<file path="config.mk">
export PLATFORM = sky130hd
export DESIGN_NAME = dau_stream_arbiter_flat
export DESIGN_NICKNAME = d
export VERILOG_FILES = /design/src/rtl/dau_pkg.sv /design/src/rtl/dau_stream_arbiter_if.sv /design/src/rtl/dau_out_reg.sv /design/src/rtl/dau_stream_arbiter_chk.sv /design/src/rtl/dau_stream_arbiter.sv /design/src/flat_wrapper.sv
export SDC_FILE = /design/constraint.sdc
export NUM_CORES = 1
export LEC_CHECK = 0
export ABC_AREA = 1
export BUFFER_PORTS_ARGS = -buffer_cell sky130_fd_sc_hd__buf_2
export CORE_AREA = 5 5 149 151
export DETAILED_ROUTE_END_ITERATION = 6
export DIE_AREA = 0 0 154 156
export GPL_ROUTABILITY_DRIVEN = 0
export PLACE_DENSITY = 0.58
export SLEW_MARGIN = 20
export SYNTH_ARGS = -nofsm -noshare
export SYNTH_HDL_FRONTEND = slang
export SYNTH_SLANG_ARGS = --single-unit
export TNS_END_PERCENT = 10
</file>
<file path="constraint.sdc">
create_clock -name clk -period 1.96 [get_ports clk]
set_input_delay 0.392 -clock clk [delete_from_list [all_inputs] [get_ports clk]]
set_output_delay 0.392 -clock clk [all_outputs]
set_load 0.03 [all_outputs]
</file>
<file path="src/rtl/dau_pkg.sv">
// Shared types and constants for the DAU output-stream arbiter.
package dau_pkg;

  localparam int DAU_DATA_W = 128;

  typedef enum logic [1:0] {
    ST_IDLE      = 2'd0,
    ST_GRANT_AES = 2'd1,
    ST_GRANT_RSA = 2'd2
  } arb_state_t;

  typedef enum logic {
    SRC_AES = 1'b0,
    SRC_RSA = 1'b1
  } dau_src_t;

  // Engine on the other side of the arbiter from the given one.
  function automatic dau_src_t other_src(input dau_src_t src);
    dau_src_t res;
    if (src == SRC_AES) begin
      res = SRC_RSA;
    end else begin
      res = SRC_AES;
    end
    return res;
  endfunction

endpackage

</file>
<file path="src/rtl/dau_stream_arbiter_if.sv">
// Handshake bundle between the AES/RSA result streams, the arbiter and the
// board-level output port. The arbiter uses the slave view.
interface dau_stream_arbiter_if
  import dau_pkg::*;
#(
  parameter int DATA_W = DAU_DATA_W
);

  logic              stall;
  logic              aes_valid_i;
  logic [DATA_W-1:0] aes_data_i;
  logic              aes_ready_o;
  logic              rsa_valid_i;
  logic [DATA_W-1:0] rsa_data_i;
  logic              rsa_ready_o;
  logic [DATA_W-1:0] out_data_o;
  logic              out_src_o;
  logic              out_valid_o;
  logic              out_ready_i;

  modport slave (
    input  stall,
    input  aes_valid_i,
    input  aes_data_i,
    output aes_ready_o,
    input  rsa_valid_i,
    input  rsa_data_i,
    output rsa_ready_o,
    output out_data_o,
    output out_src_o,
    output out_valid_o,
    input  out_ready_i
  );

  modport master (
    output stall,
    output aes_valid_i,
    output aes_data_i,
    input  aes_ready_o,
    output rsa_valid_i,
    output rsa_data_i,
    input  rsa_ready_o,
    input  out_data_o,
    input  out_src_o,
    input  out_valid_o,
    output out_ready_i
  );

endinterface

</file>
<file path="src/rtl/dau_out_reg.sv">
// One-entry output register: loads an accepted beat, clears valid when the
// downstream takes the beat without a replacement, otherwise holds.
module dau_out_reg
  import dau_pkg::*;
#(
  parameter int DATA_W = DAU_DATA_W
) (
  input  logic              clk,
  input  logic              rst,
  input  logic              load,
  input  logic [DATA_W-1:0] load_data,
  input  dau_src_t          load_src,
  input  logic              take,
  output logic [DATA_W-1:0] q_data,
  output dau_src_t          q_src,
  output logic              q_valid
);

  logic [DATA_W-1:0] data_r;
  dau_src_t          src_r;
  logic              valid_r;

  // Load wins over drain so accept-and-drain in one cycle stays bubble-free.
  always_ff @(posedge clk or negedge rst) begin
    if (!rst) begin
      data_r  <= {DATA_W{1'b0}};
      src_r   <= SRC_AES;
      valid_r <= 1'b0;
    end else if (load) begin
      data_r  <= load_data;
      src_r   <= load_src;
      valid_r <= 1'b1;
    end else if (take) begin
      data_r  <= data_r;
      src_r   <= src_r;
      valid_r <= 1'b0;
    end else begin
      data_r  <= data_r;
      src_r   <= src_r;
      valid_r <= valid_r;
    end
  end

  assign q_data  = data_r;
  assign q_src   = src_r;
  assign q_valid = valid_r;

endmodule

</file>
<file path="src/rtl/dau_stream_arbiter_chk.sv">
// Invariants of the arbiter: exclusive grants, bounded burst counter and a
// stable output beat while the downstream applies backpressure.
module dau_stream_arbiter_chk #(
  parameter int DATA_W = 128,
  parameter int CNT_W  = 3,
  parameter int BURST  = 4
) (
  input logic              clk,
  input logic              rst,
  input logic              aes_ready,
  input logic              rsa_ready,
  input logic [CNT_W-1:0]  beat_cnt,
  input logic              out_valid,
  input logic              out_ready,
  input logic              out_src,
  input logic [DATA_W-1:0] out_data
);

  localparam logic [CNT_W-1:0] BURST_C = CNT_W'(BURST);

  a_ready_excl: assert property (@(posedge clk) disable iff (!rst)
    !(aes_ready && rsa_ready));

  a_cnt_bound: assert property (@(posedge clk) disable iff (!rst)
    beat_cnt <= BURST_C);

  a_hold_stable: assert property (@(posedge clk) disable iff (!rst)
    (out_valid && !out_ready) |=> (out_valid && $stable({out_src, out_data})));

endmodule

</file>
<file path="src/rtl/dau_stream_arbiter.sv">
// Round-robin arbiter sharing the DAU output stream between the AES and RSA
// result streams. A grant lasts up to BURST beats; every beat leaves through a
// one-entry output register tagged with its source engine.
module dau_stream_arbiter
  import dau_pkg::*;
#(
  parameter int DATA_W = DAU_DATA_W,
  parameter int BURST  = 4
) (
  input logic                 clk,
  input logic                 rst,
  dau_stream_arbiter_if.slave bus
);

  localparam int               CNT_W   = $clog2(BURST + 1);
  localparam logic [CNT_W-1:0] BURST_C = CNT_W'(BURST);

  arb_state_t        state_r;
  logic [CNT_W-1:0]  beat_cnt_r;
  dau_src_t          last_src_r;

  logic              slot_free_s;
  logic              aes_ready_s;
  logic              rsa_ready_s;
  logic              aes_acc_s;
  logic              rsa_acc_s;
  logic              load_s;
  logic [DATA_W-1:0] load_data_s;
  dau_src_t          load_src_s;

  logic              own_valid_s;
  logic              own_acc_s;
  logic              other_valid_s;
  dau_src_t          own_src_s;
  arb_state_t        other_st_s;
  logic [CNT_W-1:0]  cnt_inc_s;

  logic [DATA_W-1:0] out_data_s;
  dau_src_t          out_src_s;
  logic              out_valid_s;

  // Ready follows the grant; it drops at once on stall or a full, blocked slot.
  always_comb begin
    slot_free_s = !out_valid_s || bus.out_ready_i;
    aes_ready_s = (state_r == ST_GRANT_AES) && slot_free_s && !bus.stall;
    rsa_ready_s = (state_r == ST_GRANT_RSA) && slot_free_s && !bus.stall;
    aes_acc_s   = bus.aes_valid_i && aes_ready_s;
    rsa_acc_s   = bus.rsa_valid_i && rsa_ready_s;
    load_s      = aes_acc_s || rsa_acc_s;
    if (rsa_acc_s) begin
      load_data_s = bus.rsa_data_i;
      load_src_s  = SRC_RSA;
    end else begin
      load_data_s = bus.aes_data_i;
      load_src_s  = SRC_AES;
    end
  end

  // View the active grant as "own" and "other" side so both grant states share one FSM arm.
  always_comb begin
    cnt_inc_s = beat_cnt_r + CNT_W'(1);
    case (state_r)
      ST_GRANT_AES: begin
        own_valid_s   = bus.aes_valid_i;
        own_acc_s     = aes_acc_s;
        other_valid_s = bus.rsa_valid_i;
        own_src_s     = SRC_AES;
        other_st_s    = ST_GRANT_RSA;
      end
      ST_GRANT_RSA: begin
        own_valid_s   = bus.rsa_valid_i;
        own_acc_s     = rsa_acc_s;
        other_valid_s = bus.aes_valid_i;
        own_src_s     = SRC_RSA;
        other_st_s    = ST_GRANT_AES;
      end
      default: begin
        own_valid_s   = 1'b0;
        own_acc_s     = 1'b0;
        other_valid_s = 1'b0;
        own_src_s     = SRC_AES;
        other_st_s    = ST_IDLE;
      end
    endcase
  end

  // Grant FSM: round-robin pick from IDLE, burst counting and rotation; frozen under stall.
  always_ff @(posedge clk or negedge rst) begin
    if (!rst) begin
      state_r    <= ST_IDLE;
      beat_cnt_r <= {CNT_W{1'b0}};
      last_src_r <= SRC_RSA;
    end else if (bus.stall) begin
      state_r    <= state_r;
      beat_cnt_r <= beat_cnt_r;
      last_src_r <= last_src_r;
    end else begin
      case (state_r)
        ST_IDLE: begin
          beat_cnt_r <= {CNT_W{1'b0}};
          if (bus.aes_valid_i && bus.rsa_valid_i) begin
            state_r <= (other_src(last_src_r) == SRC_AES) ? ST_GRANT_AES : ST_GRANT_RSA;
          end else if (bus.aes_valid_i) begin
            state_r <= ST_GRANT_AES;
          end else if (bus.rsa_valid_i) begin
            state_r <= ST_GRANT_RSA;
          end else begin
            state_r <= ST_IDLE;
          end
        end
        ST_GRANT_AES, ST_GRANT_RSA: begin
          if (own_acc_s) begin
            last_src_r <= own_src_s;
            if (cnt_inc_s == BURST_C) begin
              beat_cnt_r <= {CNT_W{1'b0}};
              state_r    <= other_valid_s ? other_st_s : state_r;
            end else begin
              beat_cnt_r <= cnt_inc_s;
            end
          end else if (!own_valid_s) begin
            beat_cnt_r <= {CNT_W{1'b0}};
            state_r    <= other_valid_s ? other_st_s : ST_IDLE;
          end else begin
            beat_cnt_r <= beat_cnt_r;
            state_r    <= state_r;
          end
        end
        default: begin
          state_r    <= ST_IDLE;
          beat_cnt_r <= {CNT_W{1'b0}};
        end
      endcase
    end
  end

  dau_out_reg #(
    .DATA_W (DATA_W)
  ) u_out_reg (
    .clk       (clk),
    .rst       (rst),
    .load      (load_s),
    .load_data (load_data_s),
    .load_src  (load_src_s),
    .take      (bus.out_ready_i),
    .q_data    (out_data_s),
    .q_src     (out_src_s),
    .q_valid   (out_valid_s)
  );

  dau_stream_arbiter_chk #(
    .DATA_W (DATA_W),
    .CNT_W  (CNT_W),
    .BURST  (BURST)
  ) u_chk (
    .clk       (clk),
    .rst       (rst),
    .aes_ready (aes_ready_s),
    .rsa_ready (rsa_ready_s),
    .beat_cnt  (beat_cnt_r),
    .out_valid (out_valid_s),
    .out_ready (bus.out_ready_i),
    .out_src   (out_src_s),
    .out_data  (out_data_s)
  );

  assign bus.aes_ready_o = aes_ready_s;
  assign bus.rsa_ready_o = rsa_ready_s;
  assign bus.out_data_o  = out_data_s;
  assign bus.out_src_o   = out_src_s;
  assign bus.out_valid_o = out_valid_s;

endmodule

</file>
<file path="src/flat_wrapper.sv">
// flat-port wrapper written by rule: the top's interface ports become plain ports
module dau_stream_arbiter_flat import dau_pkg::*;
#(
  parameter int DATA_W = DAU_DATA_W,
  parameter int BURST  = 4
)
  (clk, rst, bus_stall, bus_aes_valid_i, bus_aes_data_i, bus_aes_ready_o, bus_rsa_valid_i, bus_rsa_data_i, bus_rsa_ready_o, bus_out_data_o, bus_out_src_o, bus_out_valid_o, bus_out_ready_i);
  dau_stream_arbiter_if #(.DATA_W(DATA_W)) bus_i ();
  input logic clk;
  input logic rst;
  input wire logic [$bits(bus_i.stall)-1:0] bus_stall;
  input wire logic [$bits(bus_i.aes_valid_i)-1:0] bus_aes_valid_i;
  input wire logic [$bits(bus_i.aes_data_i)-1:0] bus_aes_data_i;
  output wire logic [$bits(bus_i.aes_ready_o)-1:0] bus_aes_ready_o;
  input wire logic [$bits(bus_i.rsa_valid_i)-1:0] bus_rsa_valid_i;
  input wire logic [$bits(bus_i.rsa_data_i)-1:0] bus_rsa_data_i;
  output wire logic [$bits(bus_i.rsa_ready_o)-1:0] bus_rsa_ready_o;
  output wire logic [$bits(bus_i.out_data_o)-1:0] bus_out_data_o;
  output wire logic [$bits(bus_i.out_src_o)-1:0] bus_out_src_o;
  output wire logic [$bits(bus_i.out_valid_o)-1:0] bus_out_valid_o;
  input wire logic [$bits(bus_i.out_ready_i)-1:0] bus_out_ready_i;
  assign bus_i.stall = bus_stall;
  assign bus_i.aes_valid_i = bus_aes_valid_i;
  assign bus_i.aes_data_i = bus_aes_data_i;
  assign bus_aes_ready_o = bus_i.aes_ready_o;
  assign bus_i.rsa_valid_i = bus_rsa_valid_i;
  assign bus_i.rsa_data_i = bus_rsa_data_i;
  assign bus_rsa_ready_o = bus_i.rsa_ready_o;
  assign bus_out_data_o = bus_i.out_data_o;
  assign bus_out_src_o = bus_i.out_src_o;
  assign bus_out_valid_o = bus_i.out_valid_o;
  assign bus_i.out_ready_i = bus_out_ready_i;
  dau_stream_arbiter #(.DATA_W(DATA_W), .BURST(BURST)) u_core (.clk(clk), .rst(rst), .bus(bus_i));
endmodule
</file>
==> qor.txt <==
clock slew at reported path FFs - 0.06 ns
initial antenna violation count - 0
grt total ovfl - 0
critical path class - flop to primary output
Crit path arrival time - 1.47 ns
placed cell area - 8930 um^2
FF+latch count, synth - 136
post-DR vias/cell - 5.01
# Max-Cap Violations - 0
Core ar. - 20,700 um^2
Initial Util - 32.0%
H-tree depth - 4
Synth Net Count - 1,055
Sink Count - 136
Final setup viols - 0
top cell type's share of synthesized area - 51.1%
Ant. Diodes - 0
vias in the first global route - 7,204
Skew-Pair Late Insertion Delay - 0.41 ns
post-synthesis sequential area ratio - 51.5%
top achievable clock speed - 538 MHz
Final min period - 1.86 ns
Final Skew - 0.00791 ns
DR pass1 iterations - 7
leak pwr - 4.55 nW
fin. max-slew vios - 0
status - finished, final reports clean
share of post-route cells with drive strength above 1 - 40.0%
GR Util All Layers - 19.7%
fin crit share - 94.8%
Crit path required time - 1.57 ns
Area Growth Syn to Fin - 44.3%
Synth area leaders - dfrtp_1 (51%), nand3_1 (10%), a21oi_1 (9.8%)
Post-Syn Area - 6610 um^2
Slew @ Worst Pin - 0.548 ns
RSZ-0062 raised after global routing - yes
pwr dens - 1650 nW/um^2
cell-by-cell trace of the critical path - inv_2 > ha_4 > inv_2 > nor3_4 > buf_6
Slew headroom - 63.5%
routed len/inst - 17.3 um
port bufs - 393
Post-DRT Antenna Nets - 0
CP Capture Type - primary output
Critical Path Max Stage Delay - 0.43 ns
fin area - 9540 um^2
largest net degree at the start of global routing - 83
Syn Inst Count - 787
initial drt markers - 452
Die Wd - 154 um
die area - 24,000 um^2
crit-path max FO - 4
vias - 7,245
overall power - 0.0158 W
Critical Path Start Type - flop
classification of the worst-slack hold path - input port to flop
Die H - 156 um
synth warn - 0
FP Rows - 53
Most Frequent Cell on Critical Path - inv_2
Clock Path Buffers - 2
first-pass GRT wire length - 38,100 um
commonest non-fill, non-tap cell in the layout - buf_2
Peak VDD IR - 761 uV
fill count - 2,104
Final HPWL DP - 18,000 um
CTS tree - built
final-report hold violation count - 0
critical path's slowest cell - dfrtp_1
post-synth cell types - 28
nets - 1,426
Ports - 394
clock root cell - clkbuf_16
most frequent cells in the layout - buf_2 (389), nand3_1 (137), dfrtp_1 (135), nor2_1 (131), a21oi_1 (129)
top cell type by total area after synthesis - dfrtp_1
Detailed Route WL - 25,000 um
syn avg cell area - 8.40 um^2
Inserted Clock Buffers - 17
DRC Markers - 0
kinds of logic after synthesis:
kind of cell / Yosys count / synth area share, %
AO/OA/AOI/OAI: 261 / 19.9
adder cells (fa/ha/maj): 6 / 1.14
buffers and inverters: 84 / 7.10
flip-flops: 136 / 51.5
AND/OR/NAND/NOR: 300 / 20.4
synthesized netlist by cell type, drive strengths merged:
library cell    n
nand2          24
o31ai           1
inv            13
clkbuf         19
nor3            2
nor2          133
a21oi         129
o21ai         129
o211ai          1
nand3         139
dfrtp         135
a22o            1
or2             1
dfstp           1
ha              6
nand3b          1
buf            52
area by class of cell:
class                           instances  area [um^2]  area share [%]
Clock buffer                           20          447            4.68
Clock inverter                         12          118            1.23
Inverter                               13         48.8           0.511
Multi-Input combinational cell        567         2770            29.0
Sequential cell                       136         3400            35.7
Tap cell                              275          344            3.61
Timing Repair Buffer                  423         2410            25.3
state kept, by name, indices dropped and copies added, names as in the netlist:
signal and flops:
u_core.state_r 2, u_core.u_out_reg.q_src 1, u_core.u_out_reg.q_valid 1, u_core.last_src_r 1, u_core.u_out_reg.q_data 128, u_core.beat_cnt_r 3
repair_timing:
item / 4_1_cts / 5_1_grt
cloned: 0 / 0
setup endpoints to repair: 1 / 3
hold endpoints to repair: 34 / 0
gates resized for setup: 4 / 4
hold buffers: 1 / 0
pin swaps: 2 / 0
setup buffers: 1 / 0
layer usage:
layer  share of wire, %  GRT usage [%]
met2                 50           33.8
met4                1.7           5.85
met5                  0              0
met3                9.0           6.88
met1                 40           23.5
worst paths after layout:
check | start | end | slack [ns] | cells after the start
worst max-delay path | u_core.state_r[0] | bus_rsa_ready_o | 0.10 | 5
worst min-delay path | bus_rsa_data_i[108] | u_core.u_out_reg.q_data[108] | 0.22 | 3
worst max register to register | u_core.state_r[1] | u_core.state_r[0] | 0.13 | 12
worst min register to register | u_core.u_out_reg.q_src | u_core.u_out_reg.q_src | 0.49 | 2
max in group asynchronous | rst | u_core.u_out_reg.q_data[34] | 0.90 | 3
min in group asynchronous | rst | u_core.u_out_reg.q_data[18] | 0.45 | 2
where the power goes:
part / internal (W) / switching [W]
combinational: 0.00235 / 0.00534
sequential: 0.00425 / 0.000724
clock: 0.00180 / 0.00132
total: 0.00839 / 0.00739
critical path: cells and delay by family, from the launching register on:
family	cells	cell delay [ns]
fa+ha+maj	1	0.15
flops	1	0.43
simple gates	1	0.14
buf+inv	3	0.32
per-stage QoR:
step / util, % / hold WS, ns / worst slack, ns / std cells / setup TNS (ns)
after floorplan: - / 0.0964 / 0.167 / 787 / 0
after detailed placement: 43.2 / 0.334 / 0.0813 / 1412 / 0
final: 46.1 / 0.224 / 0.102 / 1446 / 0
after global placement: 43.2 / 0.332 / 0.102 / 1412 / 0
after CTS: 46.1 / 0.202 / 0.0282 / 1446 / 0
after global routing: 46.1 / 0.197 / -0.00927 / 1446 / -0.0181
(Power assumes the default switching activity.)
